--- src/rtl/rd_interface_pkg.sv ---
// Shared definitions for the radio-detector readout front end: FSM encoding,
// STATUS / AXI_CONTROL bit positions, buffer sizing and the write-address helper.
package rd_interface_pkg;

    typedef enum logic [1:0] {
        ST_IDLE  = 2'd0,
        ST_ARMED = 2'd1,
        ST_XFER  = 2'd2,
        ST_DONE  = 2'd3
    } rd_state_e;

    localparam int unsigned WORDS_PER_BUF_DEF = 1024;
    localparam int unsigned IDX_W             = 11;

    localparam int STAT_BUSY   = 0;
    localparam int STAT_DONE   = 1;
    localparam int STAT_ARMED  = 2;
    localparam int STAT_OVF    = 3;
    localparam int STAT_BUF_LO = 4;
    localparam int STAT_EN     = 6;
    localparam int STAT_TEST   = 7;
    localparam int STAT_IDX_LO = 16;

    localparam int CTRL_CLEAR  = 0;
    localparam int CTRL_ENABLE = 1;
    localparam int CTRL_TEST   = 2;

    function automatic logic [31:0] rd_word_addr(input logic [31:0]      base,
                                                 input logic [1:0]       buf_sel,
                                                 input logic [IDX_W-1:0] idx,
                                                 input logic [31:0]      words);
        return base + ({30'd0, buf_sel} * (words * 32'd4)) + {19'd0, idx, 2'b00};
    endfunction

endpackage

--- src/rtl/rd_interface_core_if.sv ---
// Bus bundle between the RD link / PS control side (master) and the readout core (slave).
interface rd_interface_core_if;
    logic        SERIAL_DATA0_IN;
    logic        SERIAL_DATA1_IN;
    logic        ENABLE_XFR_IN;
    logic [1:0]  BUF_NUM;
    logic        TRIG_IN;
    logic [31:0] AXI_CONTROL;
    logic        AXI_CONTROL_WRITTEN;
    logic [31:0] STATUS;
    logic [31:0] DATA_ADDR;
    logic [31:0] DATA_TO_MEM;
    logic        ENABLE_MEM_WRT;
    logic        DEBUG1;
    logic        DEBUG2;

    modport master (
        output SERIAL_DATA0_IN, SERIAL_DATA1_IN, ENABLE_XFR_IN, BUF_NUM, TRIG_IN,
               AXI_CONTROL, AXI_CONTROL_WRITTEN,
        input  STATUS, DATA_ADDR, DATA_TO_MEM, ENABLE_MEM_WRT, DEBUG1, DEBUG2
    );

    modport slave (
        input  SERIAL_DATA0_IN, SERIAL_DATA1_IN, ENABLE_XFR_IN, BUF_NUM, TRIG_IN,
               AXI_CONTROL, AXI_CONTROL_WRITTEN,
        output STATUS, DATA_ADDR, DATA_TO_MEM, ENABLE_MEM_WRT, DEBUG1, DEBUG2
    );
endinterface

--- src/rtl/rd_deser_2to32.sv ---
// Two-lane deserialiser: 16 bit-pairs form one 32-bit word, first pair in bits [31:30].
// word/word_valid describe the word completed by the pair sampled on this edge.
module rd_deser_2to32 (
    input  logic        clk,
    input  logic        rst_n,
    input  logic        clr,
    input  logic        shift,
    input  logic        d0,
    input  logic        d1,
    output logic [31:0] word,
    output logic        word_valid
);
    logic [31:0] sr_q, sr_d;
    logic [3:0]  cnt_q, cnt_d;

    // Next shift-register and pair-count values; clearing drops any partial word.
    always_comb begin
        sr_d  = sr_q;
        cnt_d = cnt_q;
        if (clr) begin
            sr_d  = 32'd0;
            cnt_d = 4'd0;
        end else if (shift) begin
            sr_d  = {sr_q[29:0], d1, d0};
            cnt_d = cnt_q + 4'd1;
        end else begin
            sr_d  = sr_q;
            cnt_d = cnt_q;
        end
        word       = {sr_q[29:0], d1, d0};
        word_valid = shift & ~clr & (cnt_q == 4'd15);
    end

    // Shift-register and pair-counter state.
    always_ff @(posedge clk) begin
        if (!rst_n) begin
            sr_q  <= 32'd0;
            cnt_q <= 4'd0;
        end else begin
            sr_q  <= sr_d;
            cnt_q <= cnt_d;
        end
    end
endmodule

--- src/rtl/rd_interface_core.sv ---
// Radio-detector readout core: arm on trigger, deserialise the 2-lane stream and emit
// one registered memory write per 32-bit word. Optional feature macro: RD_TEST_PATTERN_EN.
module rd_interface_core
    import rd_interface_pkg::*;
#(
    parameter logic [31:0] BASE_ADDR     = 32'h0000_0000,
    parameter int unsigned WORDS_PER_BUF = WORDS_PER_BUF_DEF
) (
    input  logic                SERIAL_CLK_IN,
    input  logic                RESET_N_IN,
    rd_interface_core_if.slave  bus
);
    rd_state_e        state_q, state_d;
    logic             trig_prev_q;
    logic [1:0]       buf_q, buf_d;
    logic [IDX_W-1:0] idx_q, idx_d;
    logic             ovf_q, ovf_d;
    logic             en_q, en_d;
    logic             wr_q, wr_d;
    logic [31:0]      addr_q, addr_d;
    logic [31:0]      data_q, data_d;
    logic [31:0]      status_q, status_d;
    logic             dbg2_q, dbg2_d;
    logic             trig_rise_s, clr_s, shift_s, arm_s, word_valid_s;
    logic [31:0]      word_s;
    logic             ctrl_unused_s;
`ifdef RD_TEST_PATTERN_EN
    logic             test_q, test_d;
    logic [31:0]      pat_q, pat_d;
`endif

    rd_deser_2to32 u_deser (
        .clk        (SERIAL_CLK_IN),
        .rst_n      (RESET_N_IN),
        .clr        (~shift_s),
        .shift      (shift_s),
        .d0         (bus.SERIAL_DATA0_IN),
        .d1         (bus.SERIAL_DATA1_IN),
        .word       (word_s),
        .word_valid (word_valid_s)
    );

    // Control FSM, write generation and STATUS composition.
    always_comb begin
        trig_rise_s = bus.TRIG_IN & ~trig_prev_q;
        clr_s       = bus.AXI_CONTROL_WRITTEN & bus.AXI_CONTROL[CTRL_CLEAR];
        shift_s     = ~clr_s & bus.ENABLE_XFR_IN & ((state_q == ST_ARMED) || (state_q == ST_XFER));
        state_d = state_q;
        buf_d   = buf_q;
        idx_d   = idx_q;
        ovf_d   = ovf_q;
        en_d    = en_q;
        wr_d    = 1'b0;
        addr_d  = addr_q;
        data_d  = data_q;
        arm_s   = 1'b0;
        // A CLEAR write is a command only; ENABLE keeps its value across it.
        if (bus.AXI_CONTROL_WRITTEN && !clr_s) begin
            en_d = bus.AXI_CONTROL[CTRL_ENABLE];
        end else begin
            en_d = en_q;
        end
        if (clr_s) begin
            state_d = ST_IDLE;
            ovf_d   = 1'b0;
            buf_d   = 2'd0;
            idx_d   = '0;
        end else begin
            case (state_q)
                ST_IDLE, ST_DONE: begin
                    if (trig_rise_s && en_q) begin
                        state_d = ST_ARMED;
                        buf_d   = bus.BUF_NUM;
                        idx_d   = '0;
                        arm_s   = 1'b1;
                    end else begin
                        state_d = state_q;
                    end
                end
                ST_ARMED: begin
                    ovf_d   = ovf_q | trig_rise_s;
                    state_d = bus.ENABLE_XFR_IN ? ST_XFER : ST_ARMED;
                end
                ST_XFER: begin
                    ovf_d = ovf_q | trig_rise_s;
                    if (!bus.ENABLE_XFR_IN) begin
                        state_d = ST_DONE;
                    end else if (word_valid_s) begin
                        wr_d   = 1'b1;
                        addr_d = rd_word_addr(BASE_ADDR, buf_q, idx_q, 32'(WORDS_PER_BUF));
                        data_d = word_s;
                        idx_d  = idx_q + 11'd1;
                        state_d = ((32'(idx_q) + 32'd1) == 32'(WORDS_PER_BUF)) ? ST_DONE : ST_XFER;
                    end else begin
                        state_d = ST_XFER;
                    end
                end
                default: state_d = ST_IDLE;
            endcase
        end
        status_d = 32'd0;
        status_d[STAT_BUSY]            = (state_d == ST_XFER);
        status_d[STAT_DONE]            = (state_d == ST_DONE);
        status_d[STAT_ARMED]           = (state_d == ST_ARMED);
        status_d[STAT_OVF]             = ovf_d;
        status_d[STAT_BUF_LO +: 2]     = buf_d;
        status_d[STAT_EN]              = en_d;
        status_d[STAT_IDX_LO +: IDX_W] = idx_d;
        dbg2_d = (state_d == ST_XFER);
`ifdef RD_TEST_PATTERN_EN
        test_d = (bus.AXI_CONTROL_WRITTEN && !clr_s) ? bus.AXI_CONTROL[CTRL_TEST] : test_q;
        if (clr_s || arm_s) begin
            pat_d = 32'd0;
        end else if (wr_d) begin
            pat_d = pat_q + 32'd1;
        end else begin
            pat_d = pat_q;
        end
        data_d = (wr_d && test_q) ? pat_q : data_d;
        status_d[STAT_TEST] = test_d;
        ctrl_unused_s = ^bus.AXI_CONTROL[31:3];
`else
        ctrl_unused_s = ^bus.AXI_CONTROL[31:2] ^ arm_s;
`endif
    end

    // State and registered outputs.
    always_ff @(posedge SERIAL_CLK_IN) begin
        if (!RESET_N_IN) begin
            state_q     <= ST_IDLE;
            trig_prev_q <= 1'b0;
            buf_q       <= 2'd0;
            idx_q       <= '0;
            ovf_q       <= 1'b0;
            en_q        <= 1'b1;
            wr_q        <= 1'b0;
            addr_q      <= 32'd0;
            data_q      <= 32'd0;
            status_q    <= 32'd0;
            dbg2_q      <= 1'b0;
`ifdef RD_TEST_PATTERN_EN
            test_q      <= 1'b0;
            pat_q       <= 32'd0;
`endif
        end else begin
            state_q     <= state_d;
            trig_prev_q <= bus.TRIG_IN;
            buf_q       <= buf_d;
            idx_q       <= idx_d;
            ovf_q       <= ovf_d;
            en_q        <= en_d;
            wr_q        <= wr_d;
            addr_q      <= addr_d;
            data_q      <= data_d;
            status_q    <= status_d;
            dbg2_q      <= dbg2_d;
`ifdef RD_TEST_PATTERN_EN
            test_q      <= test_d;
            pat_q       <= pat_d;
`endif
        end
    end

    assign bus.STATUS         = status_q;
    assign bus.DATA_ADDR      = addr_q;
    assign bus.DATA_TO_MEM    = data_q;
    assign bus.ENABLE_MEM_WRT = wr_q;
    assign bus.DEBUG1         = wr_q;
    assign bus.DEBUG2         = dbg2_q;
endmodule

--- src/flat_wrapper.sv ---
// flat-port wrapper written by rule: the top's interface ports become plain ports
module rd_interface_core_flat import rd_interface_pkg::*;
#(
    parameter logic [31:0] BASE_ADDR     = 32'h0000_0000,
    parameter int unsigned WORDS_PER_BUF = WORDS_PER_BUF_DEF
)
  (SERIAL_CLK_IN, RESET_N_IN, bus_SERIAL_DATA0_IN, bus_SERIAL_DATA1_IN, bus_ENABLE_XFR_IN, bus_BUF_NUM, bus_TRIG_IN, bus_AXI_CONTROL, bus_AXI_CONTROL_WRITTEN, bus_STATUS, bus_DATA_ADDR, bus_DATA_TO_MEM, bus_ENABLE_MEM_WRT, bus_DEBUG1, bus_DEBUG2);
  rd_interface_core_if bus_i ();
  input  logic SERIAL_CLK_IN;
  input  logic RESET_N_IN;
  input wire logic [$bits(bus_i.SERIAL_DATA0_IN)-1:0] bus_SERIAL_DATA0_IN;
  input wire logic [$bits(bus_i.SERIAL_DATA1_IN)-1:0] bus_SERIAL_DATA1_IN;
  input wire logic [$bits(bus_i.ENABLE_XFR_IN)-1:0] bus_ENABLE_XFR_IN;
  input wire logic [$bits(bus_i.BUF_NUM)-1:0] bus_BUF_NUM;
  input wire logic [$bits(bus_i.TRIG_IN)-1:0] bus_TRIG_IN;
  input wire logic [$bits(bus_i.AXI_CONTROL)-1:0] bus_AXI_CONTROL;
  input wire logic [$bits(bus_i.AXI_CONTROL_WRITTEN)-1:0] bus_AXI_CONTROL_WRITTEN;
  output wire logic [$bits(bus_i.STATUS)-1:0] bus_STATUS;
  output wire logic [$bits(bus_i.DATA_ADDR)-1:0] bus_DATA_ADDR;
  output wire logic [$bits(bus_i.DATA_TO_MEM)-1:0] bus_DATA_TO_MEM;
  output wire logic [$bits(bus_i.ENABLE_MEM_WRT)-1:0] bus_ENABLE_MEM_WRT;
  output wire logic [$bits(bus_i.DEBUG1)-1:0] bus_DEBUG1;
  output wire logic [$bits(bus_i.DEBUG2)-1:0] bus_DEBUG2;
  assign bus_i.SERIAL_DATA0_IN = bus_SERIAL_DATA0_IN;
  assign bus_i.SERIAL_DATA1_IN = bus_SERIAL_DATA1_IN;
  assign bus_i.ENABLE_XFR_IN = bus_ENABLE_XFR_IN;
  assign bus_i.BUF_NUM = bus_BUF_NUM;
  assign bus_i.TRIG_IN = bus_TRIG_IN;
  assign bus_i.AXI_CONTROL = bus_AXI_CONTROL;
  assign bus_i.AXI_CONTROL_WRITTEN = bus_AXI_CONTROL_WRITTEN;
  assign bus_STATUS = bus_i.STATUS;
  assign bus_DATA_ADDR = bus_i.DATA_ADDR;
  assign bus_DATA_TO_MEM = bus_i.DATA_TO_MEM;
  assign bus_ENABLE_MEM_WRT = bus_i.ENABLE_MEM_WRT;
  assign bus_DEBUG1 = bus_i.DEBUG1;
  assign bus_DEBUG2 = bus_i.DEBUG2;
  rd_interface_core #(.BASE_ADDR(BASE_ADDR), .WORDS_PER_BUF(WORDS_PER_BUF)) u_core (.SERIAL_CLK_IN(SERIAL_CLK_IN), .RESET_N_IN(RESET_N_IN), .bus(bus_i));
endmodule
--- config.mk ---
export PLATFORM = sky130hd
export DESIGN_NAME = rd_interface_core_flat
export DESIGN_NICKNAME = d
export VERILOG_FILES = /design/src/rtl/rd_interface_pkg.sv /design/src/rtl/rd_interface_core_if.sv /design/src/rtl/rd_deser_2to32.sv /design/src/rtl/rd_interface_core.sv /design/src/flat_wrapper.sv
export SDC_FILE = /design/constraint.sdc
export NUM_CORES = 1
export LEC_CHECK = 0
export CELL_PAD_IN_SITES_DETAIL_PLACEMENT = 1
export CELL_PAD_IN_SITES_GLOBAL_PLACEMENT = 1
export CORE_MARGIN = 10
export CORE_UTILIZATION = 33
export DETAILED_ROUTE_END_ITERATION = 12
export PLACE_DENSITY = 0.83
export SYNTH_ARGS = -nofsm -noshare
export SYNTH_HDL_FRONTEND = slang
export SYNTH_SLANG_ARGS = --single-unit
--- constraint.sdc ---
create_clock -name SERIAL_CLK_IN -period 2.5 [get_ports SERIAL_CLK_IN]
set_input_delay 0.5 -clock SERIAL_CLK_IN [delete_from_list [all_inputs] [get_ports SERIAL_CLK_IN]]
set_output_delay 0.5 -clock SERIAL_CLK_IN [all_outputs]
set_load 0.01 [all_outputs]
-- After elaboration in Yosys (flattened, before gate mapping)
Index checks and enable logic that the tools add are counted.
Widths: inputs -> output; s select.
- multipliers: 0
- reduce and logical (&&, ||, !) cells: 10
- bitwise gates (word level): 11
- shifts and indexed selects: 0
- muxes and demuxes: 19
- $add $sub $neg: 4
- equal/unequal tests: 8
- div/mod/pow operators: 0
- order comparisons: 0
- operators by type and width (operator ; number):
    $mux 11 ; 4
    $eq 32x11->1 const B ; 1
    $pmux 11 s2 ; 1
    $mux 2 ; 8
    $add 14x13->15 ; 1
    $add 11x1->12 const B ; 1
    $add 11x1->11 const B ; 1
    $eq 2x2->1 const B ; 4
    $pmux 2 s3 ; 1
    $and 1x1->1 ; 5
    $mux 1 ; 5
    $not 1->1 ; 5
    $add 4x1->4 const B ; 1
    $eq 2x1->1 const B ; 2
    $eq 4x4->1 const B ; 1
    $reduce_and 4->1 ; 1
    $reduce_or 2->1 ; 2
    $reduce_or 4->1 ; 1
    $logic_and 1x1->1 ; 2
    $logic_not 2->1 ; 1
    $reduce_and 2->1 ; 1
    $logic_not 1->1 ; 1
    $logic_or 1x1->1 ; 1
    $or 1x1->1 ; 1
- input bits: 41
- bits in latches: 0
- bits in writable memories: 0
- memories: 0
- bits in registers: 150
- memory bits (read-only): 0
- logic and storage cells: 66
- output and inout port bits: 99

-- Longest topological paths before layout
- depth after elaboration: 10
- gate-level depth with buffers: 10
- gate-level depth less buffers: 7

-- Cells and area by module
A second synthesis with hierarchy kept.
- cell total of the unflattened synthesis: 498
- area total of the unflattened synthesis: 4500.6 um2
- by module, submodules not included (module ; area an instance (um2) ; seq. area each (um2) ; cells each ; instances):
    rd_interface_core ; 3150.5 ; 1361.3 ; 379 ; 1
    rd_deser_2to32 ; 1350.0 ; 680.7 ; 119 ; 1

-- Worst setup path after synthesis
Ideal clock, no wire load.
- path type: register -> register
- from: register u_core.state_q[0]
- to: register u_core.idx_q[4]
- cell stages (with the launch flop): 11
- library setup time: 0.132 ns
- arrival time: 1.838 ns
- period minus slack after synthesis: 1.970 ns
- path slack: 0.530 ns
- buffers on the path: 3
- required time: 2.368 ns
- cells stage by stage: dfxtp_1 inv_1 ha_1 buf_2 nor2b_1 buf_4 nand3_2 a221o_1 buf_2 o21ai_0 a21oi_1
- word-level cells in the longest chain between the ends: 8
- elaborated cells on any way between the ends: 12
- classes of those cells: 3 x eq/ne; 4 x mux; 2 x bitwise; 3 x reduce/logical
- ends and longest elaborated chain (element ; line ; text):
    from (decl) ; rd_interface_core.sv:13 ; rd_state_e state_q, state_d;
    from (signal assigned) ; rd_interface_core.sv:146 ; state_q <= state_d;
    $eq 2x1->1 or $eq 2x2->1 (tied branches) ; rd_interface_core.sv:47, rd_interface_core.sv:69 ;
    $logic_or 1x1->1 ; rd_interface_core.sv:47 ; shift_s = ~clr_s & bus.ENABLE_XFR_IN & ((state_q == ST_ARMED) || (state_q == ST_XFER));
    $and 1x1->1 ; rd_interface_core.sv:47 ;
    $and 1x1->1 ; rd_deser_2to32.sv:31 ; word_valid = shift & ~clr & (cnt_q == 4'd15);
    $mux 11 ; rd_interface_core.sv:88 ; end else if (word_valid_s) begin
    $mux 11 ; rd_interface_core.sv:86 ; if (!bus.ENABLE_XFR_IN) begin
    $pmux 11 s2 * ; rd_interface_core.sv:69 ; case (state_q)
    $mux 11 * ; rd_interface_core.sv:63 ; if (clr_s) begin
    to (signal assigned) ; rd_interface_core.sv:149 ; idx_q <= idx_d;
    to (decl) ; rd_interface_core.sv:16 ; logic [IDX_W-1:0] idx_q, idx_d;
Mark *: on every way between the ends. The rest lies on a longest branch, timed or not.
A chain may end at the register's enable or synchronous reset.

-- Final worst setup path
Same ends and word-level chain as after synthesis.

==> flow_metrics.py <==
metrics = {
    "yosys": {
        "avgSynthCellArea_um2": 8.95,
        "muxShareOfSynthArea_pct": 0.952,
        "ys_seq_elements": 102,
        "synthArstFlopShare_pct": 0,
        "synthTopCellsByArea": "dfxtp_1, nand2_1, a21boi_0",
        "synth_edf_count": 0,
        "yosysWarnings": 0,
        "synth_cell_types": 49,
        "synth_xor_area_share_pct": 0.833,
        "synth-simple-area-share_pct": 21.6,
        "syn_inst": 470,
        "synth_compound_area_share_pct": 15.3,
        "syn_area_um2": 4210,
        "synthFlopType": "dfxtp_1",
        "synth_top_area_share_pct": 48.5,
        "synth_top_cell_by_area": "dfxtp_1",
        "synthAdderAreaFrac_pct": 2.08,
        "synth_top_family_by_area": "simple AND/OR/NAND/NOR gates",
        "ys_seq_area_share_pct": 48.5,
    },
    "route": {
        "drtIter0Drc": 115,
        "wire_per_inst_um": 15.8,
        "drt-vias-per-instance": 4.75,
        "vias": 3350,
        "wirelength_um": 11100,
        "ant_nets": 0,
        "drcViolationCount": 0,
        "first_pass_iters": 4,
    },
    "cells_and_area": {
        "final_common_cell": "dfxtp_1",
        "final_cell_mix": "dfxtp_1, nand2_1, clkdlybuf4s50_1",
        "fillers": 1456,
        "areaGrowthSynthToFinish_pct": 24.2,
        "finalNetCount": 577,
        "layout-drive-gt1-share_pct": 6.75,
        "num_antenna_cells": 0,
    },
    "worst_setup_path": {
        "critical_path_arrival_ns": 2.43,
        "path_delay_family": "compound AO/OA/AOI/OAI gates",
        "critPathBufInv": 1,
        "crit_required_ns": 2.71,
        "slowest_delay_ns": 0.49,
        "crit_type": "reg -> reg",
        "worstPathMaxFanout": 10,
        "cp-end-kind": "flop",
        "worst_setup_path_start_kind": "flop",
        "path_cells": "inv_1 > ha_1 > nor2b_2 > nand3_2 > a221o_1 > o21ai_0 > a21oi_1",
        "worst_path_max_delay_cell": "a221o_1",
    },
    "sta": {
        "min_period_ns": 2.22,
        "maxSlewViolCount": 0,
        "hold_ws_ns": 0.459,
        "worst_pin_slew_ns": 0.507,
        "finalHoldViolations": 0,
        "period_share_pct": 88.6,
        "setup-violations-final": 0,
        "max_slew_margin_pct": 66.1,
        "clock.fmax_ghz": 0.451,
        "skew_ns": 0.00864,
        "rsz0062_at_grt": "no",
        "setup_tns_ns": 0,
    },
    "cts": {
        "cts_tree": "done",
        "cts_setup_buffers": 0,
        "insertion_delay_ns": 0.35,
        "cts_max_level": 3,
        "ctsResizeCount": 0,
        "cts-root-buf": "clkbuf_16",
        "numCtsBuffers": 9,
        "cts.clk_slew.worst_paths_ns": 0.07,
        "clock-sinks": 102,
        "clock_path_buffers": 2,
        "cts_hold_buf": 0,
    },
    "floorplan": {
        "rows": 41,
        "start_util_pct": 33.5,
        "dieArea_um2": 17700,
        "die_y_um": 133,
        "io_pins": 140,
        "coreArea_um2": 12600,
        "fp.dieW_um": 133,
    },
    "place": {
        "place.gp.congestion": 0.867,
        "port_buffers": 76,
        "hpwl_um": 8040,
    },
    "min_path": {
        "min_path_type": "reg -> reg",
    },
    "grt": {
        "grt_first_pass_wirelength_um": 18000,
        "grt_max_degree": 47,
        "grt_overflow": 0,
        "antenna_found_initial": 0,
        "grt_pass1_vias": 3538,
        "grt_use_total_pct": 12.4,
    },
    "pwr": {
        "power-per-cell-area_nw_per_um2": 634,
        "vdd_ir_drop_max_mv": 0.306,
        "p_leak_nw": 1.98,
    },
    "job": {
        "cap_violations": 0,
    },
    "status": {
        "status": "completed",
    },
}
## per-stage QoR
step                      cells  area, µm²  utilization [%]  setup WS, ns  total power, W
after detailed placement    690       4950             39.4         0.101         0.00204
after CTS                   705       5230             41.6         0.279         0.00336
after floorplan             502       4330                -         0.530         0.00197
after global placement      690       4950             39.4         0.163         0.00202
final                       705       5230             41.6         0.284         0.00331
after global routing        705       5230             41.6         0.104         0.00346
## kinds of logic (layout without fill, tap and decap cells)
| family | count (synthesis) | in the layout |
|---|---|---|
| AOI/OAI and AO/OA | 93 | 93 |
| xor gates and xnor gates | 4 | 4 |
| other | 1 | 33 |
| adders and majority gates | 7 | 7 |
| and+or+nand+nor | 186 | 186 |
| DFF | 102 | 102 |
| muxes | 4 | 4 |
| buffers and inverters | 73 | 104 |
## where the power goes
part / switching [W] / leakage [nW] / internal (W)
Clock: 0.000611 / 0.134 / 0.000704
Combinational: 0.000208 / 1.02 / 0.000123
Sequential: 0.0000174 / 0.823 / 0.00165
## area by class of cell
cell class	instances	area, µm²	area share, %
Multi-Input combinational cell	327	1850	35.4
Clock inverter	4	32.5	0.623
Tap cell	172	215	4.12
Clock buffer	11	243	4.65
Inverter	6	22.5	0.431
Sequential cell	102	2040	39.1
Timing Repair Buffer	83	821	15.7
## registers in the layout (all words and copies together), names as in the netlist
name                    cells
u_core.bus.STATUS           6
u_core.u_deser.sr_q        30
u_core.u_deser.cnt_q        4
u_core.buf_q                1
u_core.bus.DEBUG1           1
u_core.bus.DATA_TO_MEM     32
u_core.trig_prev_q          1
u_core.bus.DATA_ADDR       13
u_core.en_q                 1
u_core.state_q              2
u_core.idx_q               11
## worst reg2reg max path, cell delays in order (launching register included)
cell and delay, ns:
dfxtp_1 0.39, inv_1 0.07, ha_1 0.41, nor2b_2 0.24, nand3_2 0.17, a221o_1 0.49, o21ai_0 0.23, a21oi_1 0.08
## final timing paths
kind	start	to	slack, ns	cells past startpoint
worst min-delay path	u_core.u_deser.cnt_q[0]	u_core.u_deser.cnt_q[0]	0.46	1
worst max register to register	u_core.state_q[0]	u_core.idx_q[4]	0.28	7
worst min register to register	u_core.u_deser.cnt_q[0]	u_core.u_deser.cnt_q[0]	0.46	1
worst max-delay path	u_core.state_q[0]	u_core.idx_q[4]	0.28	7
## cells in the mapped netlist (2+ instances only)
cell and count:
dfxtp_1 102, nand2_1 96, a21boi_0 43, buf_4 37
and3_1 34, a21oi_1 17, nor2_1 17, clkbuf_1 16
buf_2 12, o21ai_0 12, ha_1 7, nand3_1 7
inv_1 6, nand4_1 5, mux2i_1 4, a211oi_1 3
a31oi_1 3, and2_1 3, nand2b_1 3, nor2b_1 3
xnor2_1 3, a21boi_1 2, a311oi_1 2, a31o_2 2
and4_1 2, buf_6 2, nand3_2 2, nand3b_1 2
nand4b_1 2, or4_1 2
## routing by layer
| layer | up-vias | GRT usage [%] | share of wire, % |
|---|---|---|---|
| met2 | 85 | 20.8 | 48 |
| li1 | 1628 | - | - |
| met5 | - | 0 | 0 |
| met1 | 1619 | 13.6 | 43 |
| met3 | 18 | 4.31 | 6.2 |
| met4 | 0 | 6.30 | 2.5 |
No activity file was read; power rests on OpenSTA's default activity.
